--- config.mk ---
export PLATFORM = sky130hd
export DESIGN_NAME = pipeline_hazard_ctrl
export DESIGN_NICKNAME = d
export VERILOG_FILES = /design/src/rtl/hazard_pkg.sv /design/src/rtl/pipeline_hazard_ctrl_fwd_select.sv /design/src/rtl/pipeline_hazard_ctrl.sv
export SDC_FILE = /design/constraint.sdc
export NUM_CORES = 1
export LEC_CHECK = 0
export CORE_MARGIN = 4
export CORE_UTILIZATION = 49
export DETAILED_ROUTE_END_ITERATION = 16
export PLACE_DENSITY = 0.79
export SYNTH_ARGS = -nofsm -noshare
export SYNTH_HDL_FRONTEND = slang
export SYNTH_SLANG_ARGS = --single-unit
--- constraint.sdc ---
create_clock -name clock -period 2.56 [get_ports clock]
set_input_delay 0.256 -clock clock [delete_from_list [all_inputs] [get_ports clock]]
set_output_delay 0.256 -clock clock [all_outputs]
set_load 0.01 [all_outputs]
--- src/rtl/hazard_pkg.sv ---
// rtl/hazard_pkg.sv - shared encodings and shadow types for the hazard controller
package hazard_pkg;

  localparam logic [1:0] RUN        = 2'd0;
  localparam logic [1:0] LOAD_STALL = 2'd1;
  localparam logic [1:0] MEM_WAIT   = 2'd2;

  localparam logic [1:0] FWD_RF = 2'b00;
  localparam logic [1:0] FWD_EM = 2'b01;
  localparam logic [1:0] FWD_WB = 2'b10;

  typedef struct packed {
    logic [4:0] dest;
    logic       we;
    logic       load;
    logic       mem;
  } em_shadow_t;

  typedef struct packed {
    logic [4:0] dest;
    logic       we;
  } wb_shadow_t;

endpackage

--- src/rtl/pipeline_hazard_ctrl_fwd_select.sv ---
// rtl/pipeline_hazard_ctrl_fwd_select.sv - per-operand EM/WB match and forwarding priority
module fwd_select
  import hazard_pkg::*;
(
  input  logic [4:0] src,
  input  logic       use_src,
  input  logic [4:0] em_dest,
  input  logic       em_we,
  input  logic       em_load,
  input  logic [4:0] wb_dest,
  input  logic       wb_we,
  output logic       load_use,
  output logic [1:0] sel
);

  logic match_em;
  logic match_wb;

  // $0 is hardwired, so it can never be a hazard source
  always_comb begin
    match_em = use_src && em_we && (em_dest == src) && (src != 5'd0);
    match_wb = use_src && wb_we && (wb_dest == src) && (src != 5'd0);
    load_use = match_em && em_load;
    if (match_em && !em_load) begin
      sel = FWD_EM;
    end else if (match_wb) begin
      sel = FWD_WB;
    end else begin
      sel = FWD_RF;
    end
  end

endmodule

--- src/rtl/pipeline_hazard_ctrl.sv ---
// rtl/pipeline_hazard_ctrl.sv - hazard, forwarding and stall control for the 4-stage pipeline
// Forwarding is built only when HAZARD_FWD_EN is defined; otherwise every dependency stalls.
module pipeline_hazard_ctrl
  import hazard_pkg::*;
#(
  parameter int MEM_TIMEOUT = 255,
  parameter int CNT_W       = 16
) (
  input  logic             clock,
  input  logic             reset,
  input  logic [4:0]       id_rs,
  input  logic [4:0]       id_rt,
  input  logic             id_use_rs,
  input  logic             id_use_rt,
  input  logic [4:0]       id_dest,
  input  logic             id_reg_we,
  input  logic             id_mem_re,
  input  logic             id_mem_we,
  input  logic             mem_busy,
  output logic             stall_if,
  output logic             stall_id,
  output logic             bubble_em,
  output logic             stall_em,
  output logic [1:0]       fwd_a_sel,
  output logic [1:0]       fwd_b_sel,
  output logic             mem_timeout,
  output logic [CNT_W-1:0] stall_cycles
);

`ifdef HAZARD_FWD_EN
  localparam bit FWD_EN = 1'b1;
`else
  localparam bit FWD_EN = 1'b0;
`endif
  localparam int                WAIT_W   = $clog2(MEM_TIMEOUT + 1);
  localparam logic [WAIT_W-1:0] WAIT_MAX = WAIT_W'(MEM_TIMEOUT);

  logic [1:0]        state_q, state_d;
  em_shadow_t        em_q, em_d;
  wb_shadow_t        wb_q, wb_d;
  logic [WAIT_W-1:0] wait_cnt_q, wait_cnt_d;
  logic              mem_timeout_q, mem_timeout_d;
  logic [CNT_W-1:0]  stall_cycles_q, stall_cycles_d;

  logic [1:0] sel_rs, sel_rt;
  logic       lu_rs, lu_rt;
  logic       freeze, interlock;

  fwd_select u_fwd_rs (
    .src      (id_rs),
    .use_src  (id_use_rs),
    .em_dest  (em_q.dest),
    .em_we    (em_q.we),
    .em_load  (em_q.load),
    .wb_dest  (wb_q.dest),
    .wb_we    (wb_q.we),
    .load_use (lu_rs),
    .sel      (sel_rs)
  );

  fwd_select u_fwd_rt (
    .src      (id_rt),
    .use_src  (id_use_rt),
    .em_dest  (em_q.dest),
    .em_we    (em_q.we),
    .em_load  (em_q.load),
    .wb_dest  (wb_q.dest),
    .wb_we    (wb_q.we),
    .load_use (lu_rt),
    .sel      (sel_rt)
  );

  // A pending memory access freezes everything and suppresses the interlock for that cycle
  always_comb begin
    freeze = em_q.mem && mem_busy;
    if (FWD_EN) begin
      interlock = !freeze && (lu_rs || lu_rt);
    end else begin
      interlock = !freeze && (lu_rs || lu_rt || (sel_rs != FWD_RF) || (sel_rt != FWD_RF));
    end
    stall_if     = freeze || interlock;
    stall_id     = freeze || interlock;
    bubble_em    = interlock;
    stall_em     = freeze;
    fwd_a_sel    = FWD_EN ? sel_rs : FWD_RF;
    fwd_b_sel    = FWD_EN ? sel_rt : FWD_RF;
    mem_timeout  = mem_timeout_q;
    stall_cycles = stall_cycles_q;
  end

  always_comb begin
    state_d = RUN;
    if (freeze) begin
      state_d = MEM_WAIT;
    end else if (interlock && FWD_EN) begin
      state_d = LOAD_STALL;
    end

    em_d = em_q;
    wb_d = wb_q;
    if (!freeze) begin
      wb_d.dest = em_q.dest;
      wb_d.we   = em_q.we;
      em_d.dest = id_dest;
      em_d.we   = id_reg_we && !interlock;
      em_d.load = id_mem_re && !interlock;
      em_d.mem  = (id_mem_re || id_mem_we) && !interlock;
    end

    wait_cnt_d    = '0;
    mem_timeout_d = mem_timeout_q;
    if (state_q == MEM_WAIT) begin
      wait_cnt_d = (wait_cnt_q == WAIT_MAX) ? wait_cnt_q : wait_cnt_q + WAIT_W'(1);
      if (wait_cnt_d == WAIT_MAX) begin
        mem_timeout_d = 1'b1;
      end
    end

    stall_cycles_d = stall_cycles_q;
    if (stall_if && (stall_cycles_q != {CNT_W{1'b1}})) begin
      stall_cycles_d = stall_cycles_q + CNT_W'(1);
    end
  end

  always_ff @(posedge clock) begin
    if (reset) begin
      state_q        <= RUN;
      em_q           <= '0;
      wb_q           <= '0;
      wait_cnt_q     <= '0;
      mem_timeout_q  <= 1'b0;
      stall_cycles_q <= '0;
    end else begin
      state_q        <= state_d;
      em_q           <= em_d;
      wb_q           <= wb_d;
      wait_cnt_q     <= wait_cnt_d;
      mem_timeout_q  <= mem_timeout_d;
      stall_cycles_q <= stall_cycles_d;
    end
  end

endmodule

==> impl_metrics.json <==
{
  "outcome": "finished, final reports clean",
  "irDropWorstVdd_mv": 0.317,
  "chipHeight_um": 72.7,
  "post_synth.cell_area_avg_um2": 8.17,
  "comb_power_share_pct": 13.7,
  "synth_top_flop_cell": "dfxtp_1",
  "gp_congestion": 0.791,
  "number_of_antenna_violations_at_the_first_check_in_global_routing": 0,
  "endpoint_kind": "output port",
  "clock_tree.htree_level_count": 2,
  "total_die_area_mm2": 0.00528,
  "detail_route.wirelength_um": 5160,
  "fin_crit_sh_pct": 94.9,
  "drt_first_iter_violations": 91,
  "detailroute.via_count": 2004,
  "report.final.hold_viol_count": 0,
  "cp.arrival_ps": 2170,
  "worstHoldPathType": "reg2reg",
  "timing.fmax_ghz": 0.412,
  "floorplan.rows": 23,
  "synthDominantCellAreaShare_pct": 38.1,
  "power.share.sequential_pct": 51.4,
  "mappedNetlistArea_mm2": 0.00205,
  "final_setup_violation_count": 0,
  "skew_ps": 4.57,
  "globalRoute.totalOverflow": 0,
  "first_pass_iters": 4,
  "clock_tree_from_tritoncts": "built",
  "p_int_uw": 924,
  "via_count_of_the_first_global_routing_pass": 1980,
  "synth_seq_area_share_pct": 38.1,
  "crit_fanout": 3,
  "synthesis.yosys.warnings": 0,
  "detail_route.wl_per_cell_um": 14.5,
  "chipWidth_um": 72.7,
  "synthDistinctLibCells": 43,
  "swShare_pct": 25.3,
  "post-route-drc-count": 0,
  "grt_first_pass_wirelength_um": 8670,
  "power_leakage_nw": 0.961,
  "power_density_mw_per_mm2": 455,
  "synth_enable_flop_cells": 0,
  "timing.hold.ws_ps": 476,
  "worst_slack_setup_final_ps": 131,
  "setup.worst_path.class": "in2out",
  "ioPinCount": 48,
  "cts_max_path_buffers": 2,
  "starting_density_pct": 50.9,
  "pre_cts_slack_ps": -175,
  "global_route.usage.total_pct": 20.6,
  "num_antenna_cells": 0,
  "synth_largest_area_cell": "dfxtp_1",
  "avgViaCountPerCell": 5.63,
  "layout.nets": 331,
  "max-cap-violations": 0,
  "clock_buffer_count_from_cts": 5,
  "rsz0062_at_grt": "no",
  "place.port_buffers": 43,
  "layout-area-overhead-vs-synth_pct": 32.5,
  "netlist_top_cells_area": "dfxtp_1, xnor2_1, nand2_1",
  "clock_tree_sinks": 39,
  "grt_start_max_net_pins": 21,
  "synth_seq_cells": 39,
  "required_ps": 2300,
  "cts_root_buf": "clkbuf_8",
  "drt.antenna.violating_nets": 0,
  "core_mm2": 0.00403,
  "clockPowerShare_pct": 34.8,
  "syn-instance-count": 251,
  "critical_path.startpoint_type": "input port",
  "clkLatencyLatePin_ps": 300,
  "ffs_w_async_s_r_synth_pct": 0,
  "p_switching_uw": 313,
  "drv_slew": 0,
  "drive_gt1_share_pct": 11.1,
  "final_period_demand_of_the_worst_path_ps": 2430,
  "clkTransAtPathRegs_ps": 70,
  "dp_hpwl_um": 3710
}
## power by group through the flow
stage | registers (mW) | clock network [mW] | logic, mW
global route | 0.639 | 0.457 | 0.186
floorplan | 0.648 | 0 | 0.0874
global placement | 0.650 | 0 | 0.161
CTS | 0.637 | 0.433 | 0.167
detailed placement | 0.651 | 0 | 0.163
finish | 0.637 | 0.431 | 0.170
## logic make-up (layout without fill, tap and decap cells)
logic type,Yosys count,in the layout,share of synthesized area (%)
simple gates,101,101,25.3
compound gates,62,62,19.3
flops,39,39,38.1
xor+xnor,22,22,9.40
buf+inv,22,74,5.43
fa+ha+maj,2,2,1.22
mux,2,2,1.10
other cells,1,4,0.183
## final cells by class
class                      count  area (um^2)
fill                         344         1310
multi-input combinational    193         1200
sequential                    39          781
timing repair buffer          61          566
clock buffer                   6         82.6
tap                           50         62.6
inverter                       6         22.5
clock inverter                 1         5.00
## synthesized netlist by cell type, types with 2 or more instances
cell type  instances
nand2_1           41
dfxtp_1           39
a21oi_1           26
xnor2_1           20
nand3_1           14
nor2_1            12
or4_1             10
o31ai_1            8
buf_4              7
clkbuf_1           6
inv_1              6
nand4_1            6
a31oi_1            4
o21ai_0            4
nor2b_1            3
o21ai_1            3
o41ai_1            3
or3_1              3
a211oi_1           2
and3_1             2
and4_1             2
buf_2              2
ha_1               2
mux2_1             2
o21a_1             2
o22ai_1            2
o311ai_0           2
or2_2              2
xor2_1             2
## layer usage
metal  GRT usage (%)  up-vias  wire length, um
met2            33.4       53             2450
met4            10.9        0               99
met5               0        -                0
met3            3.72        8              253
li1                -     1009                -
met1            26.1      934             2360
## stage by stage
step / cells / power [mW] / area, um^2 / setup TNS [ps] / utilization [%]
detailed placement: 347 / 0.814 / 2590 / -459 / 64.2
floorplan: 254 / 0.736 / 2060 / 0 / -
global placement: 347 / 0.811 / 2590 / -502 / 64.2
finish: 356 / 1.24 / 2720 / 0 / 67.5
CTS: 355 / 1.24 / 2700 / 0 / 66.9
global route: 356 / 1.28 / 2720 / 0 / 67.5
## worst max-delay path: stages
cell,delay [ps]
clkdlybuf4s50_1,440
or4_1,520
o21a_1,230
a221oi_4,360
inv_2,80
dlygate4sd2_1,290
## registers in the layout, indices dropped and copies added (netlist names)
signal / cells
wb_q: 6
mem_timeout: 1
state_q: 1
stall_cycles: 16
wait_cnt_q: 8
em_q: 7
## placed cells by master, fill, tap and decap left out, types with 3 or more instances in the layout
| master | Yosys | routed |
|---|---|---|
| o41ai_1 | 3 | 3 |
| xnor2_1 | 20 | 20 |
| or4_1 | 10 | 10 |
| or3_1 | 3 | 3 |
| dfxtp_1 | 39 | 39 |
| nand3_1 | 14 | 14 |
| a21oi_1 | 26 | 26 |
| nand2_1 | 41 | 41 |
| clkdlybuf4s50_1 | 0 | 40 |
| clkbuf_8 | 0 | 6 |
| nor2_1 | 12 | 12 |
| a31oi_1 | 4 | 4 |
| nor2b_1 | 3 | 3 |
| buf_4 | 7 | 18 |
| o31ai_1 | 8 | 8 |
| conb_1 | 1 | 4 |
| nand4_1 | 6 | 6 |
| o21ai_1 | 3 | 3 |
| o21ai_0 | 4 | 4 |
| inv_1 | 6 | 5 |
## what timing repair did
item / in CTS / in global routing
gates resized for setup: 4 / 4
pin swaps: 1 / 2
endpoints found under the setup margin: 2 / 3
hold buffers: 0 / 0
buffers inserted: 1 / 1
## worst paths after layout
| check | from | to | slack (ps) | depth (start not counted) |
|---|---|---|---|---|
| worst max-delay path | id_rs[1] | stall_id | 130 | 6 |
| worst min-delay path | mem_timeout | mem_timeout | 480 | 2 |
| worst max register to register | wb_q[4] | stall_cycles[6] | 350 | 8 |
| worst min register to register | mem_timeout | mem_timeout | 480 | 2 |
No activity file was read; power rests on OpenSTA's default activity.
